===== src/rtl/pov_pkg.sv =====
// Shared POV display constants and the column prefetch FSM state type.
package pov_pkg;

    localparam int LED_COUNT  = 52;
    localparam int TEX_WIDTH  = 256;
    localparam int PX_BITS    = 6;
    localparam int COL_BITS   = 8;
    localparam int ADDR_BITS  = 14;
    localparam int DATA_WIDTH = 24;

    typedef enum logic [1:0] {
        IDLE,
        FILL,
        READY
    } prefetch_state_t;

endpackage


===== src/rtl/column_bank_ram.sv =====
// Two pixel banks with one write port and one registered read port.
// The array carries no reset; readers gate the output until a bank holds valid data.
module column_bank_ram #(
    parameter int LED_COUNT  = 52,
    parameter int PX_BITS    = 6,
    parameter int DATA_WIDTH = 24
) (
    input  logic                  clk,
    input  logic                  wr_en_i,
    input  logic                  wr_bank_i,
    input  logic [PX_BITS-1:0]    wr_addr_i,
    input  logic [DATA_WIDTH-1:0] wr_data_i,
    input  logic                  rd_bank_i,
    input  logic [PX_BITS-1:0]    rd_addr_i,
    output logic [DATA_WIDTH-1:0] rd_data_o
);

    logic [DATA_WIDTH-1:0] mem_q [2][LED_COUNT];
    logic [DATA_WIDTH-1:0] rd_data_q;

    always_ff @(posedge clk) begin
        if (wr_en_i) begin
            mem_q[wr_bank_i][wr_addr_i] <= wr_data_i;
        end
        rd_data_q <= mem_q[rd_bank_i][rd_addr_i];
    end

    assign rd_data_o = rd_data_q;

endmodule


===== src/rtl/column_prefetch_buffer.sv =====
// Double-buffered column cache: prefetches one texture column from ROM into the back bank
// and swaps banks only when the strip restarts at pixel 0. Pixel read latency is 1 cycle.
module column_prefetch_buffer #(
    parameter int LED_COUNT  = pov_pkg::LED_COUNT,
    parameter int TEX_WIDTH  = pov_pkg::TEX_WIDTH,
    parameter int PX_BITS    = pov_pkg::PX_BITS,
    parameter int COL_BITS   = pov_pkg::COL_BITS,
    parameter int ADDR_BITS  = pov_pkg::ADDR_BITS,
    parameter int DATA_WIDTH = pov_pkg::DATA_WIDTH
) (
    input  logic                  clk,
    input  logic                  reset,
    input  logic [COL_BITS-1:0]   col,
    output logic [ADDR_BITS-1:0]  rom_addr,
    input  logic [DATA_WIDTH-1:0] rom_data,
    input  logic [PX_BITS-1:0]    px_num,
    output logic [DATA_WIDTH-1:0] pixel,
    output logic                  busy,
    output logic                  swap_pulse,
    output logic [COL_BITS-1:0]   col_shown
);

    import pov_pkg::*;

    localparam logic [PX_BITS-1:0] LAST_IDX = PX_BITS'(LED_COUNT - 1);
    localparam logic [PX_BITS-1:0] NUM_PX   = PX_BITS'(LED_COUNT);

    prefetch_state_t       state_q;
    logic                  force_q;
    logic [COL_BITS-1:0]   fill_col_q;
    logic [COL_BITS-1:0]   col_shown_q;
    logic [PX_BITS-1:0]    idx_q;
    logic [PX_BITS-1:0]    wr_idx_q;
    logic [PX_BITS-1:0]    px_num_q;
    logic                  iss_vld_q;
    logic                  wr_vld_q;
    logic [ADDR_BITS-1:0]  rom_addr_q;
    logic                  disp_bank_q;
    logic                  disp_valid_q;
    logic                  rd_gate_q;

    logic                  boundary;
    logic                  start_fill;
    logic                  do_swap;
    logic                  rd_bank;
    logic [PX_BITS-1:0]    rd_addr;
    logic [DATA_WIDTH-1:0] rd_data;

    function automatic logic [ADDR_BITS-1:0] fill_addr(input logic [PX_BITS-1:0]  i,
                                                       input logic [COL_BITS-1:0] c);
        return ADDR_BITS'(i) * ADDR_BITS'(TEX_WIDTH) + ADDR_BITS'(c);
    endfunction

    assign boundary   = (px_num == '0) && (px_num_q != '0);
    // A column change in READY outranks a pending swap: the freshest column wins.
    assign start_fill = ((state_q == IDLE) && (force_q || (col != col_shown_q))) ||
                        ((state_q == READY) && (col != fill_col_q));
    assign do_swap    = (state_q == READY) && (col == fill_col_q) && boundary && !reset;

    // On the swap cycle pixel 0 must already come from the freshly filled bank.
    assign rd_bank = do_swap ? ~disp_bank_q : disp_bank_q;
    assign rd_addr = (px_num < NUM_PX) ? px_num : '0;

    always_ff @(posedge clk) begin
        if (reset) begin
            state_q      <= IDLE;
            force_q      <= 1'b1;
            fill_col_q   <= '0;
            col_shown_q  <= '0;
            idx_q        <= '0;
            wr_idx_q     <= '0;
            px_num_q     <= '0;
            iss_vld_q    <= 1'b0;
            wr_vld_q     <= 1'b0;
            rom_addr_q   <= '0;
            disp_bank_q  <= 1'b0;
            disp_valid_q <= 1'b0;
            rd_gate_q    <= 1'b0;
        end else begin
            px_num_q  <= px_num;
            rd_gate_q <= (disp_valid_q || do_swap) && (px_num < NUM_PX);
            wr_vld_q  <= iss_vld_q;
            wr_idx_q  <= idx_q;
            case (state_q)
                IDLE, READY: begin
                    if (start_fill) begin
                        fill_col_q <= col;
                        force_q    <= 1'b0;
                        idx_q      <= '0;
                        rom_addr_q <= fill_addr('0, col);
                        iss_vld_q  <= 1'b1;
                        state_q    <= FILL;
                    end else if (do_swap) begin
                        disp_bank_q  <= ~disp_bank_q;
                        col_shown_q  <= fill_col_q;
                        disp_valid_q <= 1'b1;
                        state_q      <= IDLE;
                    end
                end
                FILL: begin
                    if (iss_vld_q) begin
                        if (idx_q == LAST_IDX) begin
                            iss_vld_q <= 1'b0;
                        end else begin
                            idx_q      <= idx_q + 1'b1;
                            rom_addr_q <= fill_addr(idx_q + 1'b1, fill_col_q);
                        end
                    end
                    if (wr_vld_q && (wr_idx_q == LAST_IDX)) begin
                        state_q <= READY;
                    end
                end
                default: state_q <= IDLE;
            endcase
        end
    end

    column_bank_ram #(
        .LED_COUNT  (LED_COUNT),
        .PX_BITS    (PX_BITS),
        .DATA_WIDTH (DATA_WIDTH)
    ) u_banks (
        .clk       (clk),
        .wr_en_i   (wr_vld_q),
        .wr_bank_i (~disp_bank_q),
        .wr_addr_i (wr_idx_q),
        .wr_data_i (rom_data),
        .rd_bank_i (rd_bank),
        .rd_addr_i (rd_addr),
        .rd_data_o (rd_data)
    );

    assign rom_addr   = rom_addr_q;
    assign pixel      = rd_gate_q ? rd_data : '0;
    assign busy       = (state_q == FILL);
    assign swap_pulse = do_swap;
    assign col_shown  = col_shown_q;

endmodule


===== config.mk =====
export PLATFORM = sky130hd
export DESIGN_NAME = column_prefetch_buffer
export DESIGN_NICKNAME = d
export VERILOG_FILES = /design/src/rtl/pov_pkg.sv /design/src/rtl/column_bank_ram.sv /design/src/rtl/column_prefetch_buffer.sv
export SDC_FILE = /design/constraint.sdc
export NUM_CORES = 2
export LEC_CHECK = 0
export BUFFER_PORTS_ARGS = -buffer_cell sky130_fd_sc_hd__buf_2
export CORE_MARGIN = 2
export CORE_UTILIZATION = 56
export CTS_CLUSTER_DIAMETER = 40
export DETAILED_ROUTE_END_ITERATION = 7
export PLACE_DENSITY_LB_ADDON = 0.05
export SETUP_SLACK_MARGIN = 0.15
export SLEW_MARGIN = 20
export SYNTH_ARGS = -nofsm -noshare
export SYNTH_HDL_FRONTEND = slang
export SYNTH_SLANG_ARGS = --single-unit

===== constraint.sdc =====
create_clock -name clk -period 4.52 [get_ports clk]
set_clock_uncertainty 0.1 [all_clocks]
set_input_delay 0.226 -clock clk [delete_from_list [all_inputs] [get_ports clk]]
set_output_delay 0.226 -clock clk [all_outputs]
set_load 0.03 [all_outputs]

**After elaboration in Yosys (flattened, before gate mapping)**

Memory sizes are Yosys's and may differ from the RTL's.
Cells that the tools add are included.

- Order comparisons: 4
- Equal/unequal tests: 12
- Reduce and logical (&&, ||, !) cells: 24
- $add $sub $neg: 2
- Multiplexer cells: 26
- Bitwise operators: 4

Operators with widths:

| kind | count |
|---|---|
| $mux 1248 | 1 |
| $bmux 24 s6 | 1 |
| $demux 24 s6 | 1 |
| $mux 24 | 4 |
| $mux 14 | 3 |
| $pmux 14 s2 | 1 |
| $mux 6 | 4 |
| $ne 8x8->1 | 2 |
| $add 14x8->14 | 1 |
| $ge 7x7->1 const B | 2 |
| $not 6->7 | 2 |
| $eq 6x6->1 const B | 2 |
| $pmux 6 s2 | 1 |
| $logic_and 1x1->1 | 9 |
| $eq 8x8->1 | 1 |
| $reduce_and 2->1 | 4 |
| $lt 7x1->1 const B | 1 |
| $add 6x1->6 const B | 1 |
| $logic_not 6->1 | 1 |
| $lt 6x6->1 const B | 1 |
| $mux 2 | 3 |
| $reduce_bool 6->1 | 1 |
| $mux 1 | 5 |
| $ne 2x1->1 const B | 2 |
| 14 further kinds | 18 |

- Memories: 1
- Bits in writable memories: 2496
- Register bits after elaboration: 80
- Output and inout bits: 48

Memories:

| name | words | width | read ports | clocked after Yosys merged registers in | write ports | RTL line | text |
|---|---|---|---|---|---|---|---|
| u_banks.mem_q | 2 | 1248 | 1 | 0 | 1 | column_bank_ram.sv:18 | `logic [DATA_WIDTH-1:0] mem_q [2][LED_COUNT];` |

**Depth between registers and ports, before layout**

An unclocked memory read counts as a cell.

- Depth in word-level cells: 9
- Mapped depth: 15
- Depth with buffers taken out: 10

**Modules after synthesis**

A second synthesis with hierarchy kept.

- Cells, all modules: 4567
- Area total of the unflattened synthesis: 99048.7 µm²

By module, submodules not included:

| module | area an instance (µm²) | cells each | seq. area each (µm²) | instances |
|---|---|---|---|---|
| column_bank_ram | 96661.5 | 4300 | 75432.3 | 1 |
| column_prefetch_buffer | 2387.3 | 267 | 1001.0 | 1 |

**Worst setup path before layout**

No wires, ideal clock.

- Path kind: register -> register
- Start point: reg disp_bank_q
- End point: mem u_banks.mem_q[0][792] (netlist bit), enable pin
- Cell stages (with the launch flop): 12
- Slack: 0.434 ns
- Arrival time: 3.581 ns
- Setup time: 0.405 ns
- Clock period less this slack: 4.086 ns
- Path through: dfxtp_1 -> buf_2 -> buf_2 -> buf_2 -> buf_2 -> buf_1 -> clkbuf_1 -> clkbuf_1 -> nand2_1 -> nor2_1 -> nand2_1 -> nor2_1

- Cells in the longest elaborated chain, start to end: 1

Ends and longest elaborated chain:

| item | RTL line | text |
|---|---|---|
| start: declaration | column_prefetch_buffer.sv:38 | `logic disp_bank_q;` |
| start signal: assignment | column_prefetch_buffer.sv:94 | `disp_bank_q <= ~disp_bank_q;` |
| $not 1->1 | column_prefetch_buffer.sv:125 | `.wr_bank_i (~disp_bank_q),` |
| end: declaration | column_bank_ram.sv:18 |  |

No other way between the ends.

**Worst setup path in the final report**

- Start point: reg disp_bank_q
- End point: reg u_banks.rd_data_q[6] (netlist: u_banks.rd_data_o[6])

- Cells in the longest elaborated chain, start to end: 6

Ends and longest elaborated chain:

| item | RTL line | text |
|---|---|---|
| $not 1->1 | column_prefetch_buffer.sv:61 | `assign rd_bank = do_swap ? ~disp_bank_q : disp_bank_q;` |
| $mux 1 * | n/a |  |
| $mem_v2 2x1248 * | n/a |  |
| $bmux 24 s6 * | column_bank_ram.sv:25 | `rd_data_q <= mem_q[rd_bank_i][rd_addr_i];` |
| $mux 24 (not written as such) * (2 in a row) | column_bank_ram.sv:25 |  |
| end signal: assignment | column_bank_ram.sv:25 |  |
| end: declaration | column_bank_ram.sv:19 | `logic [DATA_WIDTH-1:0] rd_data_q;` |

Every way passes the cells marked *; elsewhere a longest branch is shown, timed or not. The select of a mux whose other input is x is not followed.
A chain may end at the register's enable or synchronous reset.

==> metrics.txt <==
Sequential cell area 76400 sq um; cell area power density 474 nW/um^2; Die H 419 um; CP required 5.30 ns; min cycle time layout 4.42 ns; Synth area leader edfxtp_1; Pre-antenna DRT Iters 8; sequential fraction of the synthesis area 79.2%; maximum VDD drop 444 uV; Synth area leaders edfxtp_1, o22ai_1, mux2i_1; r2r endpoint u_banks.rd_data_o[6]; clock-pin slew on the worst setup and hold paths 0.06 ns; sequential power share 48.1%; cell with the most instances after synthesis edfxtp_1; core area 171000 sq um; crit-path most repeated cell buf_4; worst hold start col[3]; post-DP HPWL 214000 um; FF-to-FF setup slack 0.1 ns; Seq cells post-synth 2570; Vias 63457; wire per inst 37.3 um; CP max stage cell nand2_2; area of the multi-input gates 19200 sq um; gr usage total 39.1%; Max Cap Viol 0; Slew Viols, Final 0; post-route setup slack 0.0991 ns; Net Sw Frac 21.6%; worst hold path stage count 4; WP data arrival 5.20 ns; ys async rst share 0%; routed vias/inst 6.88; first-pass GRT wire length 471000 um; Root Buffer clkbuf_16; final hold viol count 0; IO Count 88; syn nets 6081; Rel. slew slack 18.7%; RSZ-0062 raised after global routing yes; Final GP Congestion 0.958; IO Port Bufs 87; post-synthesis cell type count 80; layout cells sized above 1 19.3%; Setup CP Type flop to flop; Inserted Clock Buffers 337; synth cell count leaders edfxtp_1, nand2_1, o22ai_1; filler instances 11803; Synth Warn # 0; Cells after Synth 6040; status complete, no violations; number of enable flip-flop cells after synthesis 2496; internal power 42.7 mW; class of the worst hold path input port to flop; clock tree buffer depth 4; Slew @ Worst Pin 1.22 ns; Top FF cell, synth edfxtp_1; leakage power 38.1 nW; startpoint types flop; final core occ 67.1%; R2R depth 12; Die Footprint 176000 sq um; TritonCTS clock tree done; final setup vio count 0; htree depth 5; Clock Sinks 2570; syn avg cell area 16.0 sq um; P&R area growth vs syn 19.2%; fmax 226 MHz; Initial Utilization 56.3%; num rows 152; endpoint class of the critical path flop; largest net degree at the start of global routing 73; initial antenna violation count 24; Die Span X 419 um; CP peak stage delay 0.67 ns; P_sw 11.8 mW; Logic pwr share 3.5%; synthesized cell area 96500 sq um; dpl ws -0.0428 ns; gr ovfl total 0; crit path max fanout 72; Clock power frac 48.4%; vias in the first global route 59207; R2R Path Start disp_bank_q; drt drc 0; WHS Endpoint rom_addr[3]; ANT nets after route 0; DR iter-0 viols 11168; Synth top area share 77.6%; cell breakdown of the critical path buf_12 > buf_12 > nand2_2 > buf_4 > buf_4 > a21oi_1 > or3_1 > nor4_1 > buf_4 > nand4_1 > o21ai_0 > and3b_1; clock latency on the worst-skew pair 0.96 ns; Tcrit/Tclk final 97.8%; final net count 6695; DRT Wirelength 344000 um
-- power by group through the flow --
stage          clock network [mW]  registers (mW)  logic, mW
4_1_cts                      26.5            26.2       1.82
3_3_place_gp                    0            26.7       1.75
5_1_grt                      27.4            26.2       1.92
3_5_place_dp                    0            26.7       1.78
2_1_floorplan                   0            26.7      0.528
6_report                     26.4            26.3       1.90
-- critical path: cells and delay by family (launching register included) --
family | cells | cell delay, ns
compound gates | 2 | 0.61
buf+inv | 5 | 1.19
flops | 1 | 0.37
simple gates | 5 | 1.94
-- cell families (layout without fill, tap and decap cells) --
kind of cell	count (synthesis)	in the layout	share of synthesized area [%]
xor gates and xnor gates	19	19	0.172
AOI/OAI and AO/OA	1172	1172	8.36
DFF	2570	2570	79.2
adders and majority gates	1	1	0.0130
muxes	287	287	3.03
other	0	8	0
buffers and inverters	361	1229	1.54
and+or+nand+nor	1630	1630	7.71
-- metrics by stage --
stage          power [mW]  area (sq um)  std cells  hold WS, ns  TNS [ns]
3_3_place_gp         28.5        103000       8573        0.334    -0.321
2_1_floorplan        27.3         96500       6040        0.203         0
4_1_cts              54.5        115000       9214       0.0257         0
5_1_grt              55.6        115000       9219       0.0741         0
6_report             54.5        115000       9226       0.0546         0
3_5_place_dp         28.5        103000       8573        0.341   -0.0481
-- flip-flops by register name, indices dropped and copies added, names as in the netlist, 2 cells and up --
| register | count |
|---|---|
| u_banks.mem_q | 2496 |
| idx_q | 6 |
| fill_col_q | 8 |
| px_num_q | 6 |
| col_shown | 8 |
| rom_addr | 8 |
| state_q | 2 |
| u_banks.rd_data_o | 24 |
| wr_idx_q | 6 |
-- metal layers --
layer | track usage [%] | vias to the layer above | share of wire (%)
met1 | 53.2 | 32064 | 36
met4 | 21.6 | 24 | 6.6
met3 | 11.7 | 1018 | 14
li1 | - | 25417 | -
met5 | 0.389 | - | 0.067
met2 | 56.6 | 4934 | 43
-- worst max-delay path by stage --
| stage | depth (start not counted) | from | to | slack, ns |
|---|---|---|---|---|
| after floorplan | 11 | disp_bank_q | u_banks.mem_q[0][792] | 0.43 |
| after global placement | 12 | px_num_q[1] | u_banks.rd_data_o[22] | -0.31 |
| after detailed placement | 11 | state_q[0] | u_banks.rd_data_o[10] | -0.04 |
| after CTS | 12 | state_q[0] | u_banks.rd_data_o[16] | 0.16 |
| after global routing | 12 | px_num_q[1] | u_banks.rd_data_o[22] | 0.16 |
| final | 12 | disp_bank_q | u_banks.rd_data_o[6] | 0.1 |
-- what timing repair did --
item / in CTS / in global routing
endpoints found under the setup margin: 2 / 7
setup buffers: 0 / 4
pin swaps: 0 / 1
endpoints found under the hold margin: 1363 / 0
hold buffers: 48 / 0
resized for setup: 2 / 7
-- layout make-up --
type                    count  area share (%)
repair buffers            628            4.66
inverters                   8          0.0305
flip-flops and latches   2570            66.4
multi-input cells        3109            16.7
diodes                      8          0.0174
clock buffers             387            7.66
well taps                2310            2.51
clock inverters           206            1.94
-- cell usage in the layout (no fill, tap or decap), types with 63 or more instances in the layout --
cell type	synthesis	layout
o221ai_1	78	78
buf_4	11	462
dfxtp_1	74	73
buf_2	39	63
edfxtp_1	2496	2496
o22ai_1	507	506
nor2_2	0	96
o21ai_0	116	111
nor3_1	206	198
nor2_1	406	297
nor4_1	66	65
nand2_1	538	518
mux2i_1	245	243
clkbuf_16	0	344
nand3_1	191	186
a22oi_1	98	98
Note: power is estimated with default switching activity, not from simulation.
